$ cat config.mk
export PLATFORM = sky130hd
export DESIGN_NAME = pipe_stage_reg
export DESIGN_NICKNAME = d
export VERILOG_FILES = /design/src/rtl/pipe_pkg.sv /design/src/rtl/pipe_skid_slot.sv /design/src/rtl/pipe_stage_reg.sv
export SDC_FILE = /design/constraint.sdc
export NUM_CORES = 1
export LEC_CHECK = 0
export CORE_MARGIN = 3
export CORE_UTILIZATION = 35
export CTS_BUF_LIST = sky130_fd_sc_hd__clkbuf_2
export CTS_CLUSTER_DIAMETER = 100
export CTS_CLUSTER_SIZE = 8
export DETAILED_ROUTE_END_ITERATION = 12
export HOLD_SLACK_MARGIN = 0.15
export PLACE_DENSITY = 0.75
export SLEW_MARGIN = 25
export SYNTH_ARGS = -nofsm -noshare
export SYNTH_HDL_FRONTEND = slang
export SYNTH_SLANG_ARGS = --single-unit
$ cat constraint.sdc
create_clock -name CLK -period 1.5 [get_ports CLK]
set_input_delay 0.225 -clock CLK [delete_from_list [all_inputs] [get_ports CLK]]
set_output_delay 0.225 -clock CLK [all_outputs]
set_load 0.1 [all_outputs]
$ cat src/rtl/pipe_pkg.sv
// pipe_pkg: shared types for pipe_stage_reg.
// Holds the stage state enum and the occupancy width.
// The SKID state is only reachable when PIPE_STAGE_SKID_EN is defined.
package pipe_pkg;

    // Width of the occupancy output (counts 0..2).
    localparam int unsigned OCC_W = 2;

    typedef enum logic [1:0] {
        EMPTY = 2'd0,
        FULL  = 2'd1,
        SKID  = 2'd2
    } pipe_state_e;

    // Number of live payloads held in a given state.
    function automatic logic [OCC_W-1:0] state_occ(input pipe_state_e st);
        case (st)
            FULL:    state_occ = 2'd1;
            SKID:    state_occ = 2'd2;
            default: state_occ = 2'd0;
        endcase
    endfunction

endpackage

$ cat src/rtl/pipe_skid_slot.sv
// pipe_skid_slot: one WIDTH-bit payload register with load enable.
// Updates on the falling edge of CLK; asynchronous active-high reset to RESET_VALUE.
module pipe_skid_slot #(
    parameter int unsigned      WIDTH       = 32,
    parameter logic [WIDTH-1:0] RESET_VALUE = '0
) (
    input  logic             CLK,
    input  logic             RST,
    input  logic             load,
    input  logic [WIDTH-1:0] d,
    output logic [WIDTH-1:0] q
);

    // Payload storage: captures d when load is high.
    always_ff @(negedge CLK or posedge RST) begin
        if (RST) begin
            q <= RESET_VALUE;
        end else if (load) begin
            q <= d;
        end
    end

endmodule

$ cat src/rtl/pipe_stage_reg.sv
// pipe_stage_reg: valid/ready pipeline stage register, falling-edge clocked.
// Macro PIPE_STAGE_SKID_EN adds a skid slot so in_ready comes from a register;
// without it the stage holds one payload and in_ready is combinational.
// out_data carries NOP_VALUE whenever no payload is live.
module pipe_stage_reg
    import pipe_pkg::*;
#(
    parameter int unsigned      WIDTH     = 32,
    parameter logic [WIDTH-1:0] NOP_VALUE = '0
) (
    input  logic             CLK,
    input  logic             RST,
    input  logic             in_valid,
    output logic             in_ready,
    input  logic [WIDTH-1:0] in_data,
    output logic             out_valid,
    input  logic             out_ready,
    output logic [WIDTH-1:0] out_data,
    input  logic             flush,
    output logic [OCC_W-1:0] occupancy
);

    pipe_state_e      state_q, state_d;
    logic             tx_in, tx_out;
    logic             main_load;
    logic [WIDTH-1:0] main_next;
    logic [WIDTH-1:0] main_q;

`ifdef PIPE_STAGE_SKID_EN
    logic             skid_load;
    logic [WIDTH-1:0] skid_q;
    logic             in_ready_q;

    // in_ready is registered: it looks at where the FSM is going, never at out_ready.
    always_ff @(negedge CLK or posedge RST) begin
        if (RST) begin
            in_ready_q <= 1'b0;
        end else begin
            in_ready_q <= (state_d != SKID);
        end
    end

    assign in_ready = in_ready_q;

    pipe_skid_slot #(
        .WIDTH       (WIDTH),
        .RESET_VALUE (NOP_VALUE)
    ) u_skid (
        .CLK  (CLK),
        .RST  (RST),
        .load (skid_load),
        .d    (in_data),
        .q    (skid_q)
    );
`else
    // Single-slot stage: accept when empty or when the held payload leaves this cycle.
    always_comb begin
        in_ready = !RST && (!out_valid || out_ready);
    end
`endif

    assign tx_in  = in_valid && in_ready;
    assign tx_out = out_valid && out_ready;

    // Next-state and register load selection; flush overrides every transfer.
    always_comb begin
        state_d   = state_q;
        main_load = 1'b0;
        main_next = NOP_VALUE;
`ifdef PIPE_STAGE_SKID_EN
        skid_load = 1'b0;
`endif
        case (state_q)
            EMPTY: begin
                if (tx_in) begin
                    state_d   = FULL;
                    main_load = 1'b1;
                    main_next = in_data;
                end
            end
            FULL: begin
                if (tx_in && tx_out) begin
                    main_load = 1'b1;
                    main_next = in_data;
                end else if (tx_out) begin
                    // Draining to empty puts the bubble back on out_data.
                    state_d   = EMPTY;
                    main_load = 1'b1;
                    main_next = NOP_VALUE;
                end
`ifdef PIPE_STAGE_SKID_EN
                else if (tx_in) begin
                    state_d   = SKID;
                    skid_load = 1'b1;
                end
`endif
            end
`ifdef PIPE_STAGE_SKID_EN
            SKID: begin
                if (tx_out) begin
                    state_d   = FULL;
                    main_load = 1'b1;
                    main_next = skid_q;
                end
            end
`endif
            default: begin
                state_d   = EMPTY;
                main_load = 1'b1;
                main_next = NOP_VALUE;
            end
        endcase

        if (flush) begin
            state_d   = EMPTY;
            main_load = 1'b1;
            main_next = NOP_VALUE;
`ifdef PIPE_STAGE_SKID_EN
            skid_load = 1'b0;
`endif
        end
    end

    // State register.
    always_ff @(negedge CLK or posedge RST) begin
        if (RST) begin
            state_q <= EMPTY;
        end else begin
            state_q <= state_d;
        end
    end

    pipe_skid_slot #(
        .WIDTH       (WIDTH),
        .RESET_VALUE (NOP_VALUE)
    ) u_main (
        .CLK  (CLK),
        .RST  (RST),
        .load (main_load),
        .d    (main_next),
        .q    (main_q)
    );

    // Outputs derive directly from the state and main register.
    always_comb begin
        out_valid = (state_q != EMPTY);
        out_data  = main_q;
        occupancy = state_occ(state_q);
    end

endmodule

Word-level counts from Yosys, hierarchy flattened. Cells that the tools add are included.

Bits in registers: 34. Latch bits: 0. RAM bits: 0. ROM bits: 0. Memories kept: 0.

$add $sub $neg: 0. Multiply operators: 0. Div/mod/pow operators: 0. Order comparisons: 0. Equal/unequal tests: 5. Shift-type cells: 0. Muxes and demuxes: 15. Bitwise operators: 0. Reduce and logical (&&, ||, !) cells: 10.

Operators by type and width (number): 2-to-1 mux 32 bit (3); case mux 32 bit (2 select lines) (1); != test 3 bit (second input constant) (3); 2-to-1 mux 2 bit (4); case mux 2 bit (2 select lines) (2); logical AND 1 bit (4); 2-to-1 mux 1 bit (4); AND reduction 3 bit (1); == test 2 x 1 -> 1 bit (second input constant) (1); == test 2 bit (second input constant) (1); logical NOT 1 bit (2); logical NOT 2 bit (1); case mux 1 bit (2 select lines) (1); nonzero test 2 bit (1); logical OR 1 bit (1).

Longest topological paths before layout.
Depth after elaboration: 9. Depth in mapped cells: 4. Gate-level depth less buffers: 3.

Modules after synthesis. A second synthesis with hierarchy kept.

Cells, all modules: 125. Area, all modules: 2018.2 µm².

Modules (own cells, without submodules): pipe_skid_slot (times used 1, cells an instance 69, area each 1348.8 µm²); pipe_stage_reg (times used 1, cells an instance 56, area each 669.4 µm²).

==> results.py <==
metrics = {
    "clock_tree": {
        "clock-root-buffer": "clkbuf_2",
        "clock_pin_transition_on_the_worst_setup_and_hold_timing_paths_ps": 120,
        "cts_max_path_buffers": 2,
        "clock_tree.htree_level_count": 2,
        "hold_buffers": 0,
        "worst_skew_pair.late_latency_ps": 330,
        "cts.sink_count": 33,
        "cts_tree": "done",
        "cts-buffers-inserted": 5,
    },
    "die": {
        "boundaryPins": 73,
        "start_util_pct": 37.02,
        "placement_rows": 21,
        "die_outline_area_um2": 4340,
        "floorplan.die.height_um": 65.88,
        "chipWidth_um": 65.88,
        "core_area_um2": 3390,
    },
    "final_layout": {
        "share_of_layout_cells_above_drive_strength_1_pct": 48.73,
        "num-nets-final": 233,
        "insertedDiodeCount": 0,
        "finish.instance_area_um2": 2952,
        "layout-area-overhead-vs-synth_pct": 135.2,
    },
    "setup_path": {
        "critical_path.reg2reg.startpoint": "state_q[0]",
        "data_required_time_of_the_worst_path_ps": 1270,
        "critical_path_class": "reg2out",
        "worstSetupStartpointType": "flip-flop",
        "worstRegToRegCells": 7,
        "worstSetupEndpointType": "primary output",
        "reg2reg_to": "u_main.q[29]",
        "critPathMaxFanout": 2,
        "crit_arrival_ps": 2040,
        "r2r_setup_slack_ps": -160,
    },
    "global_route": {
        "grtUsageMet2_pct": 41.55,
        "antenna_found_initial": 0,
        "grt_pass1_vias": 1301,
        "global_route.overflow_total": 0,
        "busiest_layer": "met2",
        "grt_pass1_wl_um": 7327,
        "groute.layer.met1.usage_pct": 26.65,
        "largest_net_degree_at_the_start_of_global_routing": 34,
        "met3_usage_pct": 9.014,
        "gr-usage-all-layers_pct": 23.52,
    },
    "yosys": {
        "post-synth-top-count-cell": "dfrtn_1",
        "postSynth.topFlopCell": "dfrtn_1",
        "synth_enable_flop_cells": 0,
        "yosys_warnings": 0,
        "netlist-cell-type-count": 12,
        "synth_async_sr_flop_share_pct": 100.0,
        "post-synth-top-area-fraction_pct": 65.80,
        "synth.avg_cell_area_um2": 15.30,
        "synth_seq_area_share_pct": 65.80,
        "synthesis.nets": 119,
        "synth_area_leaders": "dfrtn_1 66%, a22o_1 22%, buf_4 3.0%, buf_6 2.7%, nor4b_4 1.9%",
        "synth-seq-cells": 33,
        "syn-instance-count": 82,
        "synth.cells.most_frequent": "33 x dfrtn_1, 32 x a22o_1, 5 x buf_4",
        "cell_taking_the_most_area_after_synthesis": "dfrtn_1",
        "synthesis.area_um2": 1255,
    },
    "placement": {
        "placement.setup.worst_slack_ps": -1134,
        "io_buffers": 71,
        "placement.cell_area_um2": 2496,
        "dp_hpwl_um": 2727,
        "gpl.final_weighted_congestion": 0.6590,
    },
    "pwr": {
        "power_per_cell_area_nw_per_um2": 861.5,
        "totalPowerFinal_mw": 2.543,
        "power_leakage_nw": 1.378,
        "worst_case_vdd_ir_drop_mv": 0.5534,
    },
    "route": {
        "detail_route.vias_per_cell": 5.045,
        "number_of_drc_markers_in_iteration_0": 65,
        "drtAntennaViolNets": 0,
        "route.detailed.wl_per_inst_um": 20.56,
        "drt_pass1_iterations": 4,
        "wl_um": 4996,
        "drt_drc_violations_left": 0,
        "detailroute.via_count": 1226,
    },
    "sta": {
        "clock_skew_ps": 15.77,
        "setup_slack_ps": -764.4,
        "final_hold_viol_count": 0,
        "slew_headroom_pct": 61.73,
        "worst_slew_pin_slew_ps": 572.3,
        "whs_ps": 519.2,
        "final-max-slew-violation-count": 0,
        "setup_viol": 67,
        "fin_tns_setup_ps": -27750,
        "unrepaired_setup_endpoints_after_global_routing": "yes",
    },
    "flow_run": {
        "drv.max_cap_violation_count": 0,
    },
    "worst_hold_path": {
        "whs_path_depth": 1,
        "hold_class": "reg2reg",
        "sink_of_the_worst_hold_path": "u_main.q[0]",
        "holdCritStartpoint": "u_main.q[0]",
    },
    "run_status": {
        "violations": "negative setup slack",
        "status": "finished with violations",
    },
}
worst max-delay path by stage:
stage,from,endpoint,depth (start not counted)
6_report,state_q[0],in_ready,4
5_1_grt,state_q[0],in_ready,4
4_1_cts,state_q[0],in_ready,4
3_5_place_dp,in_valid,u_main.q[8],5
3_3_place_gp,out_ready,u_main.q[9],3
2_1_floorplan,state_q[0],in_ready,2
logic make-up after synthesis:
family,after synthesis,share of synthesized area [%]
other cells,1,0.2988
simple gates,5,4.187
compound gates,34,23.73
buf+inv,9,5.982
flops,33,65.80
critical path: stages, from the launching register on:
cell	delay (ps)
dfrtn_1	470
nor2b_4	180
buf_6	120
nor2_4	40
buf_12	150
power breakdown:
group,leakage [nW],internal (mW),switching (mW)
Clock,0.0406,0.284,0.321
Combinational,0.889,0.436,0.511
Sequential,0.449,0.940,0.0512
Total,1.38,1.66,0.883
cells in the final DEF (no fill, tap or decap), types with 2 or more instances in the layout:
cell / netlist / routed
buf_12: 0 / 40
dfrtn_1: 33 / 33
a22o_1: 32 / 32
clkdlybuf4s50_1: 0 / 32
buf_4: 5 / 27
clkbuf_2: 0 / 6
buf_6: 3 / 6
buf_16: 0 / 4
buf_8: 0 / 3
bufbuf_16: 0 / 2
state kept, by name, summed over array words and instances, names as in the netlist:
register,cells
state_q,1
u_main.q,32
area by class of cell:
type | instances | area (um^2)
Tap cell | 46 | 57.56
Timing Repair Buffer | 115 | 1617
Inverter | 1 | 7.507
Clock inverter | 2 | 33.78
Clock buffer | 6 | 30.03
Sequential cell | 33 | 825.8
Multi-Input combinational cell | 40 | 380.4
Fill cell | 147 | 437.9
routing by layer:
layer / vias up / wire (um)
met1: 615 / 1973
met5: - / 0
met4: 0 / 76
li1: 537 / -
met3: 7 / 380
met2: 67 / 2564
through the flow:
step | utilization (%) | std cells
finish | 87.08 | 243
global route | 87.08 | 243
CTS | 85.64 | 237
detailed placement | 73.64 | 210
global placement | 73.20 | 209
floorplan | - | 82
timing repair:
action / in CTS / in global routing
pin swaps: 5 / 8
endpoints found under the setup margin: 68 / 67
cloned: 6 / 0
setup buffers: 15 / 7
resized for setup: 33 / 1
Note: power is estimated with default switching activity, not from simulation.
==> edit (same flow settings) <==
Add a define of `PIPE_STAGE_SKID_EN`.
--- a/src/rtl/pipe_stage_reg.sv
+++ b/src/rtl/pipe_stage_reg.sv
@@ -3,4 +3,6 @@
 // without it the stage holds one payload and in_ready is combinational.
 // out_data carries NOP_VALUE whenever no payload is live.
+`define PIPE_STAGE_SKID_EN
+
 module pipe_stage_reg
     import pipe_pkg::*;
Function: changed (Yosys sat finds a counterexample within 4 cycles, from zero or initial values and one cycle with RST high).
==> edit against the unedited design <==
- the flow still finishes with violations (negative setup slack)
- final area rose by 80%
- power rose by 100%
- die area rose by 120%
- routed wire length rose by 85%
- area after synthesis rose by 130%
- hold slack got worse by 56 ps
- via count rose by 100%
- setup slack got worse by 21 ps
- sequential share of layout area rose by 3.5 points
- sequential cell count rose by 34
- core utilization fell by 20 points
- count of clock-buffer cells in the layout rose by 3
==> edit: results (changes against the unedited design) <==
* Outcome: finished, violations left (unchanged)
* Failing checks: negative setup slack (unchanged)
* Worst Hold Launch: u_skid.q[12] (was u_main.q[0])
* IO buf count at 72 (was 71)
* Register area share after synthesis at 0.580 (was 0.658)
* Clk_lat worst skew at 440 ps (was 330 ps)
* Final setup violation count at 100 (was 67)
* WHS at 463 ps (was 519 ps)
* Crit-path max cell delay at 490 ps (was 470 ps)
* M1 WL at 3.83 mm (was 1.97 mm)
* Crit path DAT at 2060 ps (was 2040 ps)
* First-pass GRT wire length at 14.1 mm (was 7.33 mm)
* Reg2reg end: u_main.q[22] (was u_main.q[29])
* Root buffer cell: clkbuf_2 (unchanged)
* Met2 wire len at 4.76 mm (was 2.56 mm)
* Dominant cells by area after synthesis: dfrtn_1 58%, mux2_4 16%, a22oi_1 8.3%, o21ai_1 5.2%, nand2_1 4.7% (was dfrtn_1 66%, a22o_1 22%, buf_4 3.0%, buf_6 2.7%, nor4b_4 1.9%)
* WL met3 at 374 um (was 380 um)
* Placer Congestion at 0.857 (was 0.659)
* Pre-CTS setup slack at -974 ps (was -1130 ps)
* Largest registers: u_main.q x32, u_skid.q x32, state_q x2 (was u_main.q x32, state_q x1)
* Leak pwr at 2.67 nW (was 1.38 nW)
* R2R depth at 10 (was 7)
* Skew final at 20.8 ps (was 15.8 ps)
* Reg2reg start: state_q[0] (unchanged)
* Critical-path top delay cell: dfrtn_1 (unchanged)
* Detail Placement HPWL at 4.70 mm (was 2.73 mm)
* Worst setup margin at -785 ps (was -764 ps)
* TritonCTS buffer count at 9 (was 5)
* Placed instance area at 4310 sq um (was 2500 sq um)
* Post-synth top cells: 67 x dfrtn_1, 36 x nand2_1, 32 x a22oi_1 (was 33 x dfrtn_1, 32 x a22o_1, 5 x buf_4)
* Via density at 5.29 (was 5.05)
* Non-filler cells, final at 472 (was 243)
* Vias in the first global route at 2631 (was 1301)
* Mean Syn Cell Area at 12.4 sq um (was 15.3 sq um)
* Setup TNS at -38460 ps (was -27750 ps)
* Final Cell Area at 5320 sq um (was 2950 sq um)
* Hold path endpoint: u_skid.q[12] (was u_main.q[0])
* Routed WL at 9.22 mm (was 5.00 mm)
* First-pass DRT Iterations at 4 (unchanged)
* Syn_nets at 271 (was 119)
* 1st-iter DRT viols at 104 (was 65)
* Worst Path Max Fanout at 4 (was 2)
* Peak VDD IR at 0.507 mV (was 0.553 mV)
* Largest net degree at the start of global routing at 32 (was 34)
* FILL cells at 525 (was 147)
* Share of cells above drive strength 1 at 0.608 (was 0.487)
* Reg-to-reg setup timing slack at -300 ps (was -160 ps)
* Inst Count DP at 413 (was 210)
* Main synth FF type: dfrtn_1 (unchanged)
* Fin nets at 402 (was 233)
* GRT Resource Usage Total at 0.194 (was 0.235)
* Synth unique cells at 21 (was 12)
* Worst-Margin Slew at 284 ps (was 572 ps)
## edit: cell count changes after synthesis, sizes merged, moves of 12 or more
cell,unedited run,this run
nand2,0,37
dfrtn,33,67
o21ai,0,33
a22o,32,0
a22oi,0,32
mux2,0,32
clkbuf,0,12
## edit: repair_timing
item                                   in CTS  in global routing
pin swaps                                  29                 18
gates resized for setup                    90                 46
setup buffers                              21                 25
endpoints found under the hold margin       0                  0
setup endpoints to repair                 103                102
gates cloned                               10                  0
## edit: kinds of logic after synthesis
group	count (synthesis)	share of synthesized area
AO/OA/AOI/OAI	70	0.153
flip-flops	67	0.580
AND/OR/NAND/NOR	48	0.0736
multiplexers	32	0.164
buffers and inverters	17	0.0299
## edit: worst register-to-register path: stages, from the launching register on
cell and delay (ps):
dfrtn_1 490, buf_6 130, buf_4 100, buf_6 90, buf_6 90, nor2_1 40
a32o_2 300, buf_12 140, buf_12 150, nand2_4 70, o21ai_2 50
## edit: how the worst max path moves through the flow
| stage | start | endpoint | cells past startpoint |
|---|---|---|---|
| global placement | out_ready | u_skid.q[29] | 5 |
| CTS | state_q[0] | occupancy[1] | 3 |
| detailed placement | out_ready | u_main.q[25] | 7 |
| global route | state_q[1] | occupancy[1] | 2 |
| finish | state_q[1] | occupancy[0] | 2 |
| floorplan | in_ready | u_skid.q[0] | 4 |
## edit: routing by layer
metal | up-vias | GRT usage
li1 | 1111 | -
met1 | 1267 | 0.255
met2 | 87 | 0.309
met3 | 31 | 0.0353
met4 | 0 | 0.0929
met5 | - | 0
## edit: final cells by class
type,instances,share of cell area
clock buffer,9,0.00847
clock inverter,7,0.00847
inverter,2,0.00212
multi-input combinational,150,0.285
sequential,67,0.315
tap,102,0.0240
timing repair buffer,135,0.357
## edit: power by group
group          internal [mW]  total [mW]  leakage, nW  switching, mW
Combinational          0.967        1.83         1.75          0.859
Sequential              2.15        2.39        0.867          0.238
Clock                  0.207       0.889       0.0513          0.682
Total                   3.32        5.10         2.67           1.78
